===== src/rtl/bcd_stopwatch_ctrl.sv =====
// Stopwatch sequencer for an external N-decade BCD counter: turns command pulses
// into a prescaled count strobe and a clear pulse, with lap capture, alarm and overflow.
module bcd_stopwatch_ctrl #(
  parameter int N   = 3,
  parameter int DIV = 4
) (
  input  logic           clk,
  input  logic           reset,
  input  logic           start,
  input  logic           stop,
  input  logic           clear,
  input  logic           lap,
  input  logic [4*N-1:0] target,
  input  logic [4*N-1:0] q_flat,
  output logic           cnt_en,
  output logic           cnt_clr,
  output logic [4*N-1:0] lap_q,
  output logic           lap_valid,
  output logic           running,
  output logic           alarm,
  output logic           overflow
);

  localparam int W     = 4 * N;
  localparam int PRE_W = (DIV > 1) ? $clog2(DIV) : 1;
  localparam logic [PRE_W-1:0] PRE_LAST  = PRE_W'(DIV - 1);
  localparam logic [W-1:0]     ALL_NINES = {N{4'h9}};

  typedef enum logic [1:0] {IDLE, RUN, PAUSE, DONE} state_t;

  state_t           state;
  logic [PRE_W-1:0] pre;
  logic             tick;
  logic             match;
  logic             at_nines;
  logic             lap_take;

  // A zero target disables the alarm; non-BCD targets are compared raw and simply never hit.
  assign match    = (target != '0) && (q_flat == target);
  assign at_nines = (q_flat == ALL_NINES);
  assign tick     = (state == RUN) && (pre == PRE_LAST);
  assign cnt_en   = tick && !clear && !stop && !match && !at_nines;
  assign running  = (state == RUN);
  assign lap_take = lap && (state != IDLE);

  always_ff @(posedge clk or posedge reset) begin
    if (reset) begin
      state     <= IDLE;
      pre       <= '0;
      cnt_clr   <= 1'b0;
      lap_q     <= '0;
      lap_valid <= 1'b0;
      alarm     <= 1'b0;
      overflow  <= 1'b0;
    end else begin
      cnt_clr   <= clear;
      lap_valid <= lap_take;
      if (lap_take) begin
        lap_q <= q_flat;
      end

      if (clear) begin
        state    <= IDLE;
        pre      <= '0;
        alarm    <= 1'b0;
        overflow <= 1'b0;
      end else begin
        case (state)
          IDLE: begin
            if (start) begin
              state <= RUN;
              pre   <= '0;
            end
          end
          RUN: begin
            // Stop keeps pre so a resume finishes the interrupted prescaler period.
            if (stop) begin
              state <= PAUSE;
            end else if (match) begin
              state <= DONE;
              alarm <= 1'b1;
            end else if (tick && at_nines) begin
              state    <= DONE;
              overflow <= 1'b1;
            end else begin
              pre <= (pre == PRE_LAST) ? '0 : pre + PRE_W'(1);
            end
          end
          PAUSE: begin
            if (!stop && start) begin
              state <= RUN;
            end
          end
          DONE: begin
            state <= DONE;
          end
          default: state <= IDLE;
        endcase
      end
    end
  end

endmodule

===== config.mk =====
export PLATFORM = sky130hd
export DESIGN_NAME = bcd_stopwatch_ctrl
export DESIGN_NICKNAME = d
export VERILOG_FILES = /design/src/rtl/bcd_stopwatch_ctrl.sv
export SDC_FILE = /design/constraint.sdc
export NUM_CORES = 1
export LEC_CHECK = 0
export CORE_AREA = 5 5 55 62
export DETAILED_ROUTE_END_ITERATION = 10
export DIE_AREA = 0 0 60 67
export GPL_TIMING_DRIVEN = 0
export HOLD_SLACK_MARGIN = 0.03
export PLACE_DENSITY = 0.81
export SLEW_MARGIN = 5
export SYNTH_ARGS = -nofsm -noshare
export SYNTH_HDL_FRONTEND = slang
export SYNTH_SLANG_ARGS = --single-unit

===== constraint.sdc =====
create_clock -name clk -period 2.2 [get_ports clk]
set_input_delay 0.66 -clock clk [delete_from_list [all_inputs] [get_ports clk]]
set_output_delay 0.66 -clock clk [all_outputs]
set_load 0.03 [all_outputs]

== Yosys cells after proc, flatten, opt, wreduce, memory -nomap -nowiden ==
Cells that the tools add are included.
Word-level totals
  bits in registers: 20
  input bits: 30
  output and inout bits: 18
  logic and storage cells: 69
Cells by class
  add/subtract/negate cells: 1
  equality and inequality tests: 14
  mux-type cells: 23
  reductions and logical operators: 24
Operators by type and width (number)
  $mux 2: 12
  $ne 3x3->1 const B: 5
  $eq 12x12->1: 1
  $eq 12x12->1 const B: 1
  $reduce_bool 12->1: 1
  $logic_and 1x1->1: 9
  $mux 1: 9
  $pmux 2 s4: 1
  $reduce_bool 2->1: 4
  $eq 2x2->1 const B: 3
  $reduce_and 3->1: 2
  $ne 5x3->1 const B: 1
  $reduce_and 5->1: 1
  $logic_not 1->1: 4
  $pmux 2 s2: 1
  $reduce_and 4->1: 1
  $reduce_bool 3->1: 1
  $add 2x1->2 const B: 1
  $eq 2x1->1 const B: 1
  $logic_not 2->1: 1
  $ne 2x1->1 const B: 1
  $ne 2x2->1 const B: 1

== Logic depth before layout (Yosys ltp) ==
  depth after elaboration: 8
  depth in mapped cells: 5
  gate-level depth less buffers: 5

== Worst setup path before layout ==
Ideal clock, no wire load.
  path type: in2out
  start point: in q_flat[0]
  end point: out cnt_en
  data arrival time: 1.598 ns
  required time: 1.540 ns
  slack: -0.058 ns
  stages: 4
  buffers on the path: 0
  cell sequence: xnor2_1 -> nand4_1 -> nor4_2 -> nor2_1
On the way
  longest elaborated chain between the ends: 5
  elaborated cells between the ends (all ways): 7
  classes of those cells: eq/ne: 2; reduce/logical: 5
Ends and longest elaborated chain
  start, declared: RTL line 14  | input logic [4*N-1:0] q_flat,
  $eq 12x12->1: RTL line 39  | assign match = (target != '0) && (q_flat == target);
  $logic_and 1x1->1: RTL line 39
  $logic_not 1->1: RTL line 42  | assign cnt_en = tick && !clear && !stop && !match && !at_nines;
  $logic_and 1x1->1: RTL line 42
  $logic_and 1x1->1 (*): RTL line 42
  end, declared: RTL line 15  | output logic cnt_en,
Mark *: on every way between the ends. The rest lies on a longest branch, timed or not.

== Worst setup path in the final report ==
  start point: in target[5]
  end point: out cnt_en
On the way
  longest elaborated chain between the ends: 5
  elaborated cells between the ends (all ways): 6
  classes of those cells: eq/ne: 1; reduce/logical: 5
Ends and longest elaborated chain
  start, declared: RTL line 13  | input logic [4*N-1:0] target,
  $eq 12x12->1 / $reduce_bool 12->1 (equally long branches): RTL line 39
  $logic_and 1x1->1 (*): RTL line 39
  $logic_not 1->1 (*): RTL line 42
  $logic_and 1x1->1 (*) (2 in a row): RTL line 42
Marks and branches as above.

==> reports/qor_table.md <==
| Group | Metric | This run |
| --- | --- | --- |
| layout | Area Growth Syn to Fin | 57.8% |
| yosys | Top cells by area, synth | sky130_fd_sc_hd__dfrtp_1 (48%), sky130_fd_sc_hd__mux2_2 (13%), sky130_fd_sc_hd__xnor2_1 (10%), sky130_fd_sc_hd__a21oi_1 (2.4%), sky130_fd_sc_hd__nor4_1 (2.4%) |
| yosys | Sequential-to-total area share from yosys stat | 47.5% |
| clocking | Hold bufs inserted after CTS | 0 |
| yosys | Number of standard cells after synthesis | 94 |
| layout | Number of fillers in the final layout | 233 |
| worst setup path | Startpoint types | input pin |
| sta | Final-report setup violation count | 1 |
| floorplan | Initial standard-cell utilization of the core | 39.0% |
| status | Result of the run | complete, but fails checks |
| yosys | Number of warnings printed during yosys synthesis | 0 |
| sta | Portion of the clock cycle consumed by the worst path in the final layout | 107% |
| clocking | Skew-Pair Late Insertion Delay | 0.30 ns |
| sta | Count of final max-slew check failures | 0 |
| routing | Via total after detailed routing | 951 |
| routing | WL per Instance | 15.7 um |
| global routing | Vias in the first global route | 987 |
| worst setup path | Arr. time, crit path | 1.70 ns |
| routing | Vias per cell | 5.25 |
| clocking | Number of buffers created by CTS | 3 |
| worst setup path | Maximum fanout count along the critical path | 2 |
| sta | Min cycle time layout | 2.36 ns |
| min path | Path category of the worst min-delay check | reg -> reg |
| power and ir drop | Worst ir drop on vdd | 0.000405 V |
| clocking | Clk Tree Root Cell | sky130_fd_sc_hd__clkbuf_4 |
| sta | RSZ-0062 raised after global routing | true |
| global routing | Met2 usage | 24.7% |
| place | Placement Cell Area | 0.00158 mm^2 |
| clocking | Longest Clk Path Bufs | 2 |
| yosys | Avg Inst Size Synth | 11.2 um^2 |
| yosys | Synthesized netlist net count | 125 |
| routing | DR DRC count | 0 |
| sta | Worst slew pin tran | 0.745 ns |
| routing | DRC marker count from the first detailed-route iteration | 29 |
| routing | Number of iterations in the first detailed-routing pass | 4 |
| yosys | Area share of the leading cell type in the synthesized netlist | 47.5% |
| layout | Final Cell Area | 0.00166 mm^2 |
| place | Cell Count Post-Placement | 174 |
| yosys | Mapped Area | 0.00105 mm^2 |
| layout | Post-Layout Cell Count | 181 |
| floorplan | Vertical die dimension | 67 um |
| worst setup path | CP endpoint kind | output pin |
| flow run | Reported max-cap violation count | 0 |
| power and ir drop | Power density over cell area | 678 mW/mm^2 |
| global routing | Met3 global-route usage | 4.07% |
| layout | Number of antenna cells inserted | 0 |
| power and ir drop | Leak Pwr | 0.722 nW |
| layout | Commonest non-fill, non-tap cell in the layout | sky130_fd_sc_hd__dfrtp_1 |
| layout | Highest-count cells in the layout ignoring fill and taps | sky130_fd_sc_hd__dfrtp_1 (20), sky130_fd_sc_hd__clkdlybuf4s50_1 (19), sky130_fd_sc_hd__buf_2 (17) |
| place | Worst slack after detailed placement | -1.10 ns |
| clocking | Num Clock Sinks | 20 |
| clocking | Number of H-tree branching levels | 1 |
| global routing | Pin count of the biggest net entering global routing | 21 |
| global routing | GRT met1 Usage | 17.5% |
| sta | Number of hold violations in the final report | 0 |
| worst setup path | Required time worst endpoint | 1.54 ns |
| place | Placed wire-length estimate after detailed placement | 2170 um |
| floorplan | Number of rows in the core area | 20 |
| yosys | Post-synthesis cell type with the largest combined area | sky130_fd_sc_hd__dfrtp_1 |
| sta | Peak Freq | 423 MHz |
| layout | Share of layout cells above drive strength 1 | 44.6% |
| global routing | Final global-route overflow total | 0 |
| clocking | Clock tree from TritonCTS | done |
| status | Violations in the final reports | setup timing |
| clocking | Clock slew seen by the registers of the worst setup and hold paths | 0.11 ns |
| floorplan | Die ar. | 0.00402 mm^2 |
| worst setup path | Worst setup path class | in -> out |
| floorplan | Core Area | 0.00270 mm^2 |
| yosys | Count of distinct cell types in the synthesized netlist | 29 |
| global routing | Initial antenna violation count | 0 |
| global routing | Wire length of the first global-routing pass | 4420 um |
| floorplan | I/O pin count | 48 |
| global routing | Total track usage | 14.5% |
| floorplan | Floorplan die width | 60 um |
| yosys | Seq cells post-synth | 20 |
| place | Number of port buffers | 47 |
| sta | Slack of the critical path | -0.165 ns |
| sta | Relative slew slack | 50.3% |
| routing | Drt total wl | 2830 um |
| place | Gp weighted congestion | 0.771 |
| global routing | GRT Max-Usage Layer | met2 |
| layout | Net count, final | 180 |
| routing | Antenna viol nets, final | 0 |
| sta | Clock skew after layout | 0.000918 ns |
metal layers:
metal,wire length [um],vias up
li1,-,453
met1,1010,457
met2,1550,37
met3,239,4
met4,34,0
met5,0,-
registers in the layout, indices dropped and copies added, names as in the netlist:
| register | count |
|---|---|
| lap_valid | 1 |
| overflow | 1 |
| state | 2 |
| cnt_clr | 1 |
| pre | 2 |
| alarm | 1 |
| lap_q | 12 |
cell families after synthesis:
family | after synthesis | synth area share [%]
compound gates | 12 | 6.77
xor+xnor | 12 | 9.98
fa+ha+maj | 1 | 1.19
buf+inv | 4 | 1.54
flops | 20 | 47.5
mux | 12 | 12.8
simple gates | 33 | 20.2
stage by stage:
stage	util (%)	total power, mW	hold WS (ns)	TNS, ns
floorplan	-	0.702	0.523	0
global placement	58.3	0.909	0.482	-1.57
detailed placement	58.3	0.918	0.492	-1.81
CTS	59.4	1.12	0.517	-0.151
global route	61.5	1.18	0.536	-0.212
finish	61.5	1.13	0.517	-0.165
where the power goes:
group / internal (mW) / switching [mW]
Sequential: 0.429 / 0.0338
Combinational: 0.218 / 0.233
Clock: 0.101 / 0.113
repair_timing:
action	4_1_cts	5_1_grt
gates resized for setup	89	42
endpoints found under the setup margin	2	1
buffers inserted	2	1
hold endpoints to repair	0	0
pin swaps	17	13
critical path, stage by stage:
cell and delay (ns):
sky130_fd_sc_hd__buf_2 0.13, sky130_fd_sc_hd__xnor2_1 0.18, sky130_fd_sc_hd__nand4_1 0.18, sky130_fd_sc_hd__nor4_4 0.34
sky130_fd_sc_hd__nor2_2 0.07, sky130_fd_sc_hd__buf_6 0.14
final timing paths:
kind / from / to / slack (ns) / cells after the start
max: target[5] / cnt_en / -0.16 / 6
max reg2reg: state[0] / lap_q[10] / 0.45 / 3
min: lap_q[3] / lap_q[3] / 0.52 / 1
min in group asynchronous: reset / alarm / 0.78 / 2
max in group asynchronous: reset / lap_q[6] / 0.96 / 2
min reg2reg: lap_q[3] / lap_q[3] / 0.52 / 1
final cells by class:
type / instances / area (um^2) / area share (%)
inverter: 3 / 11.3 / 0.677
clock buffer: 4 / 36.3 / 2.18
sequential: 20 / 500 / 30.1
tap: 33 / 41.3 / 2.48
timing repair buffer: 50 / 402 / 24.2
buffer: 1 / 5.00 / 0.301
multi-input combinational: 70 / 667 / 40.1
cells in the mapped netlist, drive strengths merged:
library cell,instances
nor2,6
or2b,2
a22oi,2
nand3,1
nand2,4
a21oi,5
xnor2,12
dfrtp,20
a211oi,1
buf,1
nor4b,1
and4b,1
a21o,1
and2b,2
and3,1
nand4,3
nand2b,1
mux2,12
or4,3
nor4,5
nor4bb,1
nor3,1
ha,1
inv,3
o21ai,3
nand4b,1
Power figures use the tool's default switching activity.
==> patch: new RTL, same settings <==
Encoding of `state_t`: now one-hot (4 bits for 4 states).
--- a/src/rtl/bcd_stopwatch_ctrl.sv
+++ b/src/rtl/bcd_stopwatch_ctrl.sv
@@ -26,7 +26,7 @@
   localparam logic [PRE_W-1:0] PRE_LAST  = PRE_W'(DIV - 1);
   localparam logic [W-1:0]     ALL_NINES = {N{4'h9}};
 
-  typedef enum logic [1:0] {IDLE, RUN, PAUSE, DONE} state_t;
+  typedef enum logic [3:0] {IDLE = 4'b0001, RUN = 4'b0010, PAUSE = 4'b0100, DONE = 4'b1000} state_t;
 
   state_t           state;
   logic [PRE_W-1:0] pre;
Check against the original RTL: no difference found for any inputs over 10 cycles, from zero or initial values and one cycle with reset high; not proved beyond that.
==> patch against the original RTL <==
  * The run still ends with setup timing left
  * Fmax is 10% lower
  * Hold slack lost 25 ps
  * Wire length rose by 28%
  * Sequential share of layout area shrank 1.5 points
  * Synthesized area is 19% higher
  * Setup slack got worse by 280 ps
  * Power is 14% higher
  * Synthesized cell count grew 47%
  * Sequential cell count grew 2
  * Global-route usage rose by 5.2 points
  * Design area is 16% higher
  * Largest cell class unchanged
  * Highest routed layer unchanged
==> patch: results (changes against the original RTL) <==
metric;value;unit;change
place_worst_setup_slack;-1328;ps;was -1103 ps
fin_ws;-440.0;ps;was -164.5 ps
synthesis.nets;169;;was 125
violations;setup timing;;unchanged
synth_cell_type_count;38;;was 29
clock-sinks;22;;was 20
synth_xor_area_frac;0.08408;;was 0.09976
inverters;7;;was 3
synth_common_cells;nand2_1, dfrtp_1, xnor2_1, nor2_1, inv_1;;was dfrtp_1, mux2_2, xnor2_1, nor2_1, a21oi_1
hold_path_depth;2;;was 1
synth_top_cells_by_area;dfrtp_1, nand2_1, xnor2_1;;was dfrtp_1, mux2_2, xnor2_1
power_leakage;0.8857;nW;was 0.7220 nW
p_int;0.8559;mW;was 0.7486 mW
drive_gt1_frac;0.2398;;was 0.4459
synth_seq_area_share;0.4414;;was 0.4751
routed_wl;3.615;mm;was 2.834 mm
synth_fa_ha_area_frac;0.01001;;was 0.01188
grt_usage;0.1969;;was 0.1453
status;complete, but fails checks;;unchanged
drt_iter0_drc;30;;was 29
area_share_nonclk_buffers;0.2734;;was 0.2445
grt_use_met1;0.2170;;was 0.1755
met1_length;1.400;mm;was 1.011 mm
setup_viol;1;;unchanged
via_count;1243;;was 951
nClkBuffers;3;;was 4
fillers;205;;was 233
multiInputGateArea;733.2;µm²;was 666.9 µm²
synthMuxAreaShare;0;;was 0.1283
critical_path_arrival;1980;ps;was 1700 ps
synth_compound_area_frac;0.09009;;was 0.06770
cp_max_fo;3;;was 2
hpwl;2.630;mm;was 2.168 mm
pg_clk;0.312;mW;was 0.214 mW
grt_pass1_wl;5.989;mm;was 4.416 mm
wl_met3;307;µm;was 239 µm
p_seq;0.507;mW;was 0.463 mW
largest_registers;lap_q (12), state (4), pre (2);;was lap_q (12), pre (2), state (2)
grt_use_met3;0.05814;;was 0.04070
clock_skew;12.92;ps;was 0.9178 ps
clk_pin_slew;130;ps;was 110 ps
signal_buffers;59;;was 51
p_per_area;664.6;nW/µm²;was 678.4 nW/µm²
multi_input_gates;104;;was 70
[patch: final timing paths]
path                            from  endpoint  slack [ps]
hold / removal              lap_q[1]  lap_q[1]         490
setup / recovery           q_flat[7]    cnt_en        -440
min in group asynchronous      reset  overflow         790
max in group asynchronous      reset  state[3]         830
hold reg to reg             lap_q[1]  lap_q[1]         490
setup reg to reg            state[0]    pre[0]         440
[patch: worst min-delay path: cells and delay by family (launching register included)]
family	cells	cell delay (ps)
flip-flops	1	370
AND/OR/NAND/NOR	2	100
[patch: stage by stage]
stage,cells,cell area [µm²],setup TNS (ps),utilization
2_1_floorplan,138,1257,-187.7,-
3_3_place_gp,218,1769,-2364,0.6546
3_5_place_dp,218,1769,-2813,0.6546
4_1_cts,228,1877,-408.5,0.6944
5_1_grt,229,1936,-503.9,0.7162
6_report,229,1936,-440.0,0.7162
[patch: repair_timing]
action | 4_1_cts | 5_1_grt
endpoints found under the setup margin | 2 | 2
gates resized for setup | 91 | 11
pin swaps | 13 | 10
setup buffers | 6 | 1
